`src/rtl/adc_responder_pkg.sv`:
```
// Shared types and constants for the adc_responder ADC emulation.
// The LFSR constants are only used when ADC_RESPONDER_NOISE_EN is defined.
package adc_responder_pkg;

  typedef enum logic [1:0] {
    StIdle,
    StConvert,
    StReady
  } state_e;

  localparam int unsigned DataWDefault = 8;
  localparam int unsigned CntW         = 8;

  // Fibonacci taps for x^8+x^6+x^5+x^4+1 (bits 7,5,4,3).
  localparam logic [7:0] LfsrSeed = 8'hA5;
  localparam logic [7:0] LfsrTaps = 8'hB8;

  function automatic logic [7:0] lfsr_next(input logic [7:0] cur);
    return {cur[6:0], ^(cur & LfsrTaps)};
  endfunction

endpackage

```
`src/rtl/adc_conv_timer.sv`:
```
// Loadable down-counter that times the CONVERT phase; done_o flags the final busy cycle.
module adc_conv_timer
  import adc_responder_pkg::*;
(
  input  logic            clk_i,
  input  logic            rst_ni,
  input  logic            clear_i,
  input  logic            load_i,
  input  logic [CntW-1:0] load_val_i,
  input  logic            run_i,
  output logic            done_o
);

  logic [CntW-1:0] count_q, count_d;

  always_comb begin
    count_d = count_q;
    if (clear_i) begin
      count_d = '0;
    end else if (load_i) begin
      count_d = load_val_i;
    end else if (run_i && (count_q != '0)) begin
      count_d = count_q - 1'b1;
    end
  end

  always_ff @(posedge clk_i or negedge rst_ni) begin
    if (!rst_ni) begin
      count_q <= '0;
    end else begin
      count_q <= count_d;
    end
  end

  assign done_o = run_i & (count_q == '0);

endmodule

```
`src/rtl/adc_responder.sv`:
```
// Responder side of the convStart/busy/rd_cs/data ADC handshake.
// Optional LSB jitter on results when ADC_RESPONDER_NOISE_EN is defined.
module adc_responder
  import adc_responder_pkg::*;
#(
  parameter int unsigned DATA_W      = DataWDefault,
  parameter int unsigned CONV_CYCLES = 12
) (
  input  logic              clk,
  input  logic              rst_n,
  input  logic              ena,
  input  logic              conv_start,
  input  logic              rd_cs,
  input  logic [DATA_W-1:0] sample_in,
  output logic              busy,
  output logic [DATA_W-1:0] data_out,
  output logic              data_oe,
  output logic              overrun
);

  state_e            state_q, state_d;
  logic              conv_start_q;
  logic [DATA_W-1:0] shadow_q, shadow_d;
  logic [DATA_W-1:0] result_q, result_d;
  logic              overrun_q, overrun_d;
  logic              data_oe_q, data_oe_d;
  logic [DATA_W-1:0] data_out_q, data_out_d;
  logic [DATA_W-1:0] commit_val;
  logic              rise;
  logic              tmr_load, tmr_clear, tmr_run, tmr_done;

  assign rise = conv_start & ~conv_start_q;
  assign busy = (state_q == StConvert);

`ifdef ADC_RESPONDER_NOISE_EN
  logic [7:0] lfsr_q;

  always_ff @(posedge clk or negedge rst_n) begin
    if (!rst_n) begin
      lfsr_q <= LfsrSeed;
    end else begin
      lfsr_q <= lfsr_next(lfsr_q);
    end
  end

  assign commit_val = shadow_q ^ DATA_W'(lfsr_q[1:0]);
`else
  assign commit_val = shadow_q;
`endif

  adc_conv_timer u_timer (
    .clk_i      (clk),
    .rst_ni     (rst_n),
    .clear_i    (tmr_clear),
    .load_i     (tmr_load),
    .load_val_i (CntW'(CONV_CYCLES - 1)),
    .run_i      (tmr_run),
    .done_o     (tmr_done)
  );

  assign tmr_run = ena & busy;

  always_comb begin
    state_d   = state_q;
    shadow_d  = shadow_q;
    result_d  = result_q;
    overrun_d = overrun_q;
    tmr_load  = 1'b0;
    tmr_clear = 1'b0;
    if (!ena) begin
      // Abort: result_q keeps the last completed conversion.
      state_d   = StIdle;
      overrun_d = 1'b0;
      tmr_clear = 1'b1;
    end else begin
      unique case (state_q)
        StIdle, StReady: begin
          if (rise) begin
            shadow_d = sample_in;
            tmr_load = 1'b1;
            state_d  = StConvert;
          end
        end
        StConvert: begin
          // Edges during conversion, including the final cycle, only flag overrun.
          if (rise) begin
            overrun_d = 1'b1;
          end
          if (tmr_done) begin
            result_d = commit_val;
            state_d  = StReady;
          end
        end
        default: state_d = StIdle;
      endcase
    end
  end

  always_comb begin
    data_oe_d  = ena & rd_cs & ~busy;
    data_out_d = data_oe_d ? result_q : '0;
  end

  always_ff @(posedge clk or negedge rst_n) begin
    if (!rst_n) begin
      state_q      <= StIdle;
      conv_start_q <= 1'b0;
      shadow_q     <= '0;
      result_q     <= '0;
      overrun_q    <= 1'b0;
      data_oe_q    <= 1'b0;
      data_out_q   <= '0;
    end else begin
      state_q      <= state_d;
      conv_start_q <= conv_start;
      shadow_q     <= shadow_d;
      result_q     <= result_d;
      overrun_q    <= overrun_d;
      data_oe_q    <= data_oe_d;
      data_out_q   <= data_out_d;
    end
  end

  assign data_out = data_out_q;
  assign data_oe  = data_oe_q;
  assign overrun  = overrun_q;

endmodule

```
`config.mk`:
```
export PLATFORM = sky130hd
export DESIGN_NAME = adc_responder
export DESIGN_NICKNAME = d
export VERILOG_FILES = /design/src/rtl/adc_responder_pkg.sv /design/src/rtl/adc_conv_timer.sv /design/src/rtl/adc_responder.sv
export SDC_FILE = /design/constraint.sdc
export NUM_CORES = 1
export LEC_CHECK = 0
export CAP_MARGIN = 20
export CORE_MARGIN = 5
export CORE_UTILIZATION = 52
export CTS_CLUSTER_SIZE = 8
export DETAILED_ROUTE_END_ITERATION = 8
export GPL_ROUTABILITY_DRIVEN = 0
export PLACE_DENSITY_LB_ADDON = 0.2
export SKIP_LAST_GASP = 1
export SLEW_MARGIN = 20
export SYNTH_ARGS = -nofsm -noshare
export SYNTH_HDL_FRONTEND = slang
export SYNTH_SLANG_ARGS = --single-unit
```
`constraint.sdc`:
```
create_clock -name clk -period 1.9 [get_ports clk]
set_input_delay 0.38 -clock clk [delete_from_list [all_inputs] [get_ports clk]]
set_output_delay 0.38 -clock clk [all_outputs]
set_load 0.01 [all_outputs]
```
# Word level (Yosys, flattened, before mapping)

Index checks and enable logic that the tools add are counted.

Register bits after elaboration: 37
Input port bits: 13
Output and inout port bits: 11

Add/subtract/negate cells: 1
Equality and inequality tests: 7
Multiplexer cells: 14
Bitwise gates (word level): 7
Reductions and logical operators: 9

Operators by type and width:

| operator                                              | count |
|---|---|
| 2-to-1 mux 8 bit                                      | 4 |
| logical NOT 8 bit                                     | 1 |
| nonzero test 8 bit                                    | 1 |
| subtractor 8 x 1 -> 8 bit, second input constant      | 1 |
| 2-to-1 mux 1 bit                                      | 6 |
| 2-to-1 mux 2 bit                                      | 3 |
| AND reduction 3 bit                                   | 2 |
| bitwise AND 1 bit                                     | 5 |
| inequality test 2 x 1 -> 1 bit, second input constant | 2 |
| case mux 2 bit (2 select lines)                       | 1 |
| AND reduction 2 bit                                   | 2 |
| inequality test 3 x 1 -> 1 bit, second input constant | 1 |
| inequality test 3 x 2 -> 1 bit, second input constant | 1 |
| inequality test 3 bit, second input constant          | 1 |
| == test 2 x 1 -> 1 bit, second input constant         | 1 |
| == test 2 bit, second input constant                  | 1 |
| logical NOT 2 bit                                     | 1 |
| NOT 1 bit                                             | 2 |
| OR reduction 2 bit                                    | 1 |
| logical AND 1 bit                                     | 1 |

# Longest topological paths before layout

Gate-level depths: netlist of run 1.

Depth in word-level cells: 7
Gate-level depth with buffers: 6
Mapped depth without buffers: 5

# By module

A second synthesis of run 1 with hierarchy kept.

Cell total of the unflattened synthesis: 139
Area, all modules: 1665.3 um^2

Modules (own cells, without submodules):

| module         | instances | cells an instance | area an instance (um^2) |
|---|---|---|---|
| adc_responder  | 1         | 71                | 1068.5 |
| adc_conv_timer | 1         | 68                | 596.8 |

# Worst setup path before layout of run 1

No wires, ideal clock.

Path kind: reg-to-reg
Start: register u_timer.count_q[0]
End: register u_timer.count_q[0]
Setup time: 135 ps
Arrival: 1382 ps
Data required time: 1765 ps
Slack: 383 ps
Cell stages (with the launch flop): 7
Buffers on the path: 1
Cells stage by stage: dfrtp_1 > inv_1 > ha_1 > or3b_1 > clkbuf_1 > o211ai_1 > o211ai_1

Longest elaborated chain between the ends: 4

Ends and longest elaborated chain:

| item                      | line                 | source |
|---|---|---|
| start, declared           | adc_conv_timer.sv:14 | `logic [CntW-1:0] count_q, count_d;` |
| start signal, assigned    | adc_conv_timer.sv:31 | `count_q <= count_d;` |
| subtractor 8 x 1 -> 8 bit | adc_conv_timer.sv:23 | `count_d = count_q - 1'b1;` |
| 2-to-1 mux 8 bit          | adc_conv_timer.sv:22 | `end else if (run_i && (count_q != '0)) begin` |
| 2-to-1 mux 8 bit          | adc_conv_timer.sv:20 | `end else if (load_i) begin` |
| 2-to-1 mux 8 bit          | adc_conv_timer.sv:18 | `if (clear_i) begin` |

Several ways; a longest one is shown, not always the timed one. The select of a mux whose other input is x is not followed.
A chain may end at the register's enable or synchronous reset.

# Worst setup path in the final report of run 1

Start: register u_timer.count_q[0]
End: register state_q[1]

Longest elaborated chain between the ends: 4

Ends and longest elaborated chain:

| item                                            | line                 | source |
|---|---|---|
| logical NOT 8 bit                               | adc_conv_timer.sv:35 | `assign done_o = run_i & (count_q == '0);` |
| bitwise AND 1 bit                               | adc_conv_timer.sv:35 |  |
| inequality test 3 x 2 -> 1 bit (no source line) | --                   |  |
| AND reduction 2 bit (no source line)            | --                   |  |
| end signal, assigned                            | adc_responder.sv:106 | `state_q <= StIdle;` |
| end signal, assigned                            | adc_responder.sv:114 | `state_q <= state_d;` |
| end, declared                                   | adc_responder.sv:21  | `state_e state_q, state_d;` |

Every way passes these cells.

==> results of run 1 <==
[worst min-delay path by stage]
stage                         end  slack [ns]  depth (start not counted)
2_1_floorplan       commit_val[0]        0.08                          0
3_3_place_gp          data_out[2]        0.46                          1
5_1_grt        u_timer.count_q[3]        0.47                          2
4_1_cts               data_out[4]        0.44                          2
3_5_place_dp          data_out[1]        0.47                          1
6_report       u_timer.count_q[3]        0.43                          2
[power breakdown]
part | total [mW] | internal, mW | switching, mW
logic | 0.393 | 0.228 | 0.165
clock network | 0.413 | 0.144 | 0.269
registers | 1.02 | 0.946 | 0.0753
[cells in the mapped netlist (2+ instances only)]
cell,instances,area [um^2]
mux2i_1,2,20.0
and3_1,2,12.5
and3b_1,2,17.5
o211ai_1,2,15.0
and2_1,8,50.1
nand2b_1,2,12.5
buf_2,2,10.0
nand2_1,3,11.3
mux2_2,17,191
nand3_1,3,15.0
dfrtp_1,37,926
a21oi_1,3,15.0
or3b_1,2,17.5
nor4_1,2,12.5
ha_1,2,25.0
nor3_1,2,10.0
nand4b_1,2,17.5
o21a_1,2,15.0
nor2_1,4,15.0
clkbuf_1,2,7.51
inv_1,4,15.0
[routing by layer]
metal / vias up / GRT usage (%)
li1: 504 / -
met1: 526 / 21.3
met2: 28 / 24.4
met3: 9 / 5.13
met4: 0 / 11.1
met5: - / 0
[metrics by stage]
step | worst slack (ns) | instance area (um^2)
6_report | 0.210 | 1960
5_1_grt | 0.0866 | 1960
4_1_cts | 0.00133 | 1950
3_5_place_dp | -0.0215 | 1890
3_3_place_gp | 0.0382 | 1890
2_1_floorplan | 0.383 | 1590
[flip-flops by register name, indices dropped and copies added, names as in the netlist]
name,flops
overrun,1
data_out,8
state_q,2
commit_val,8
conv_start_q,1
u_timer.count_q,8
result_q,8
data_oe,1
[cells in the final DEF (no fill, tap or decap), types with 2 or more instances in the layout]
master,Yosys,layout
a21oi_1,3,3
and2_1,8,8
and3_1,2,2
and3b_1,2,2
buf_4,1,8
clkbuf_4,0,5
clkdlybuf4s50_1,0,22
clkinvlp_4,0,2
dfrtp_1,37,36
ha_1,2,2
inv_1,4,4
mux2_2,17,17
mux2i_1,2,2
nand2_1,3,3
nand2b_1,2,2
nand3_1,3,3
nand4b_1,2,2
nor2_1,4,4
nor3_1,2,2
nor4_1,2,2
o211ai_1,2,2
o21a_1,2,2
or3b_1,2,2
[layout make-up]
class | instances | area share, %
Clock buffer | 6 | 2.11
Clock inverter | 2 | 0.767
Timing Repair Buffer | 31 | 15.0
Multi-Input combinational cell | 77 | 31.9
Sequential cell | 37 | 47.3
Inverter | 4 | 0.767
Tap cell | 33 | 2.11
[repair_timing]
action                                 in CTS  in global routing
setup buffers                               1                  0
setup endpoints to repair                   1                  1
gates resized for setup                     0                  2
endpoints found under the hold margin       0                  0
[critical path: stages, from the launching register on]
cell and delay [ns]:
dfrtp_1 0.43, inv_1 0.11, ha_1 0.19, or3b_1 0.47, nor3_1 0.27, o21a_1 0.15
[cell families after synthesis]
kind of cell | Yosys count | synth area share [%]
and+or+nand+nor | 41 | 17.7
DFF | 37 | 58.2
muxes | 19 | 13.3
AOI/OAI and AO/OA | 15 | 6.76
buffers and inverters | 9 | 2.52
adders and majority gates | 2 | 1.57
==> results.md, run 1 <==
- ANT cells: 0
- Post-Syn Instances: 123
- Max Fclk: 592 MHz
- H-tree depth: 2
- Final Hold Fails: 0
- Critical path launch point type: register
- Unique masters post-synth: 39
- Mapped Area: 1590 um^2
- Max Slew Vio Count: 0
- Number of max-cap violations: 0
- Vias: 1067
- Leak Pwr: 0.897 nW
- Final nets: 171
- Final Power: 1.83 mW
- Storage element area: 927 um^2
- Synth async-reset ratio: 100%
- Post-Route M1 WL: 1410 um
- Clk pin slew, worst setup/hold paths: 0.12 ns
- Status: finished clean
- Post-synth EDFFs: 0
- Die Height: 65.3 um
- Final setup viols: 0
- Setup CP Type: register to register
- Post-route ant nets: 0
- Reg2reg setup slack: 0.21 ns
- Register area share after synthesis: 58.2%
- Core footprint: 3000 um^2
- CTS sink count: 37
- # hold bufs at CTS: 0
- WL per Instance: 15.8 um
- Die ar.: 4270 um^2
- RR Endpoint: state_q[1]
- Crit path DAT: 1.97 ns
- Grt ovf: 0
- Area of the multi-input gates: 626 um^2
- Synth Flop Type: dfrtp_1
- Max Root-Sink Buffers: 2
- Routed vias/inst: 5.62
- Post-layout min period: 1.69 ns
- Ports: 24
- Initial antenna violation count: 0
- Post-DP HPWL: 2100 um
- Root buffer cell: clkbuf_4
- Slew @ Worst Pin: 0.704 ns
- Met2 wire len: 1350 um
- RSZ-0062 raised after global routing: false
- R2r worst-path depth: 5
- Placement row count: 20
- DRT iter0 DRCs: 104
- Top routing layer in use: met4
- FF+latch count, synth: 37
- Crit share post-route: 88.9%
- PwrDens: 933 nW/um^2
- Die W: 65.3 um
- Vias in the first global route: 1128
- WHS: 0.432 ns
- Worst Setup End Kind: register
- Yosys warns: 0
- CTS tree: done
- Layout cells sized above 1: 23.6%
- Max-slew headroom: 52.6%
- DR DRC count: 0
- Data required, critical path: 2.18 ns
- GR Util All Layers: 16.7%
- CP Capture Point: state_q[1]
- Initial Util: 53.0%
- Layout area overhead: 23.0%
- Met3 wire length: 147 um
- Clk_lat worst skew: 0.35 ns
- Largest net degree at the start of global routing: 38
- CTS Buf Count: 5
- Placed insts: 181
- Worst hold path type: primary input to async pin
- Net count after synthesis: 138
- Non-Filler Instances: 190
- R2R Path Start: u_timer.count_q[0]
- Util after Layout: 65.2%
- PortBufs: 23
- Syn avg cell area: 12.9 um^2
- Global-route wire length before repair: 5300 um
- Crit. Startpoint: u_timer.count_q[0]
- CP max FO: 7
- VDD IR-drop max: 0.556 mV
- Drt pass-1 iters: 4
- WL final: 3000 um
- Final setup TNS: 0 ns
- Filler cells: 242
- Worst Skew: 0.0128 ns
Note: power is estimated with default switching activity, not from simulation.
==> run 2, diff against run 1 <==
--- a/config.mk
+++ b/config.mk
@@ -6,6 +6,7 @@
 export NUM_CORES = 1
 export LEC_CHECK = 0
 export CAP_MARGIN = 20
+export CORE_ASPECT_RATIO = 1.1
 export CORE_MARGIN = 5
 export CORE_UTILIZATION = 52
 export CTS_CLUSTER_SIZE = 8
==> run 2 against run 1 <==
Hold slack worse by 0.37 ns; utilization decreased by 0.59 points; sequential cell count unchanged; register-to-register slack worse by 0.05 ns; fmax down 2.6%; critical endpoint is now u_timer.count_q[7]; clock power shrank 1%; via count is essentially flat; critical path depth decreased by 2; global-route usage is 0.23 points lower; first-iteration DRC count decreased by 51%.
==> results.md, run 2 (synthesis results as in run 1) <==
- Root buffer cell: clkbuf_4
- Worst-path cell chain: nor4_1, nand4b_1, mux2i_1
- Top routing layer in use: met4
- VDD IR-drop max: 0.709 mV (+27%)
- Die W: 62.8 um (-3.9%)
- WL final: 2950 um (-1.8%)
- Crit share post-route: 91.3% (+2.4 points)
- Routed vias/inst: 5.68 (+1.2%)
- Final nets: 169 (-1.2%)
- Max Root-Sink Buffers: 2 (unchanged)
- Critical path launch point type: register
- Slowest stage delay, CP: 0.77 ns (+0.30 ns)
- Largest net degree at the start of global routing: 38 (unchanged)
- Die Height: 68.0 um (+4.1%)
- Max-slew headroom: 42.5% (-10 points)
- RSZ-0062 raised after global routing: false
- Number of max-cap violations: 0 (unchanged)
- Post-layout min period: 1.74 ns (+0.0456 ns)
- Met3 wire length: 160 um (+8.8%)
- CTS tree: done
- Final setup viols: 0 (unchanged)
- Layout area overhead: 21.6%
- Vias: 1068 (+0.094%)
- Most frequent cells in the layout: dfrtp_1, clkdlybuf4s50_1, mux2_2
- # hold bufs at CTS: 0 (unchanged)
- Placement row count: 21 (+5.0%)
- Max Slew Vio Count: 0 (unchanged)
- Ports: 24 (unchanged)
- CTS sink count: 37 (unchanged)
- Drt pass-1 iters: 4 (unchanged)
- Setup CP Type: register to register
- Crit path DAT: 1.98 ns (about the same)
- H-tree depth: 2 (unchanged)
- Clk_lat worst skew: 0.34 ns (about the same)
- Layout cells sized above 1: 22.7% (-0.84 points)
- Worst Setup End Kind: register
- Final setup TNS: 0 ns (unchanged)
- WL per Instance: 15.7 um (-0.72%)
- Worst Skew: 0.0115 ns (-0.00122 ns)
- Met2 wire len: 1550 um (+15%)
- Final Hold Fails: 0 (unchanged)
- Clk pin slew, worst setup/hold paths: 0.10 ns (-0.02 ns)
- Final Instance Area: 1940 um^2 (-1.2%)
- CP max FO: 4 (-3)
- DRT iter0 DRCs: 51 (-51%)
- Die ar.: 4270 um^2 (about the same)
- Data required, critical path: 2.15 ns (-0.03 ns)
- Slew @ Worst Pin: 0.855 ns (+0.151 ns)
- ANT cells: 0 (unchanged)
- Post-route ant nets: 0 (unchanged)
- Max Fclk: 576 MHz (-2.6%)
- Vias in the first global route: 1119 (-0.80%)
- Commonest non-fill, non-tap cell in the layout: dfrtp_1
- Global-route wire length before repair: 5300 um (unchanged)
- Initial Util: 53.1% (+0.13 points)
- DR DRC count: 0 (unchanged)
- Post-DP HPWL: 2150 um (+2.7%)
- GR Util All Layers: 16.5% (-0.23 points)
- Core footprint: 3000 um^2 (-0.25%)
- PwrDens: 941 nW/um^2 (+0.82%)
- Worst hold path type: primary input to async pin
- Grt ovf: 0 (unchanged)
- CTS Buf Count: 5 (unchanged)
- Leak Pwr: 0.884 nW (-1.5%)
- Critical path's slowest cell: nor4_1
- Post-Route M1 WL: 1160 um (-18%)
- PortBufs: 23 (unchanged)
- Status: finished clean
- Post-Place Cell Area: 1870 um^2 (-0.99%)
- Initial antenna violation count: 0 (unchanged)
## run 2: changes by cell type in the layout (fill, tap and decap cells not counted)
cell	before	now
clkinvlp_4	2	0
dfrtp_2	1	0
nand2b_1	2	1
dfrtp_1	36	37
dlygate4sd2_1	0	1
clkbuf_8	0	1
dlymetal6s2s_1	1	0
buf_4	8	6
buf_2	0	1
clkdlybuf4s50_1	22	21
nand2b_2	0	1
## run 2: per-stage QoR
stage / hold WS, ns / power (mW) / worst slack (ns) / utilization (%) / std cells
floorplan: 0.0844 / 1.27 / 0.383 / - / 123
global placement: 0.444 / 1.41 / 0.123 / 62.5 / 180
detailed placement: 0.446 / 1.43 / 0.103 / 62.5 / 180
CTS: 0.0647 / 1.85 / 0.210 / 64.6 / 188
global route: 0.0761 / 1.95 / 0.105 / 64.6 / 188
finish: 0.0660 / 1.82 / 0.165 / 64.6 / 188
## run 2: path summary, 6_finish.rpt
check	from	to	slack (ns)	cells past startpoint
hold reg to reg	result_q[2]	data_out[2]	0.48	1
hold / removal	rst_n	u_timer.count_q[2]	0.07	2
setup / recovery	u_timer.count_q[0]	u_timer.count_q[7]	0.16	3
setup reg to reg	u_timer.count_q[0]	u_timer.count_q[7]	0.16	3
min in group clk	result_q[2]	data_out[2]	0.48	1
max in group asynchronous	rst_n	conv_start_q	1.51	2
## run 2: final cells by class
type / instances / area [um^2]
clock buffer: 7 / 55.1
fill: 248 / 1060
sequential: 37 / 926
multi-input combinational: 77 / 628
timing repair buffer: 29 / 269
inverter: 4 / 15.0
tap: 34 / 42.5
## run 2: report_power, final
group	internal (mW)	switching, mW
Clock	0.175	0.234
Combinational	0.223	0.165
Sequential	0.946	0.0789
## run 2: repair_timing
action                                  in CTS  in global routing
setup buffers                                1                  0
endpoints found under the setup margin       1                  0
resized for setup                            2                  0
## run 2: worst max-delay path, delay by kind of cell (launching register included)
| family | cells | cell delay [ns] |
|---|---|---|
| simple gates | 2 | 1.00 |
| mux | 1 | 0.22 |
| flops | 1 | 0.43 |
## run 2: per-layer routing
layer	GRT usage [%]	up-vias
li1	-	507
met1	18.4	525
met2	27.7	28
met3	6.08	8
met4	9.02	0
met5	0	-
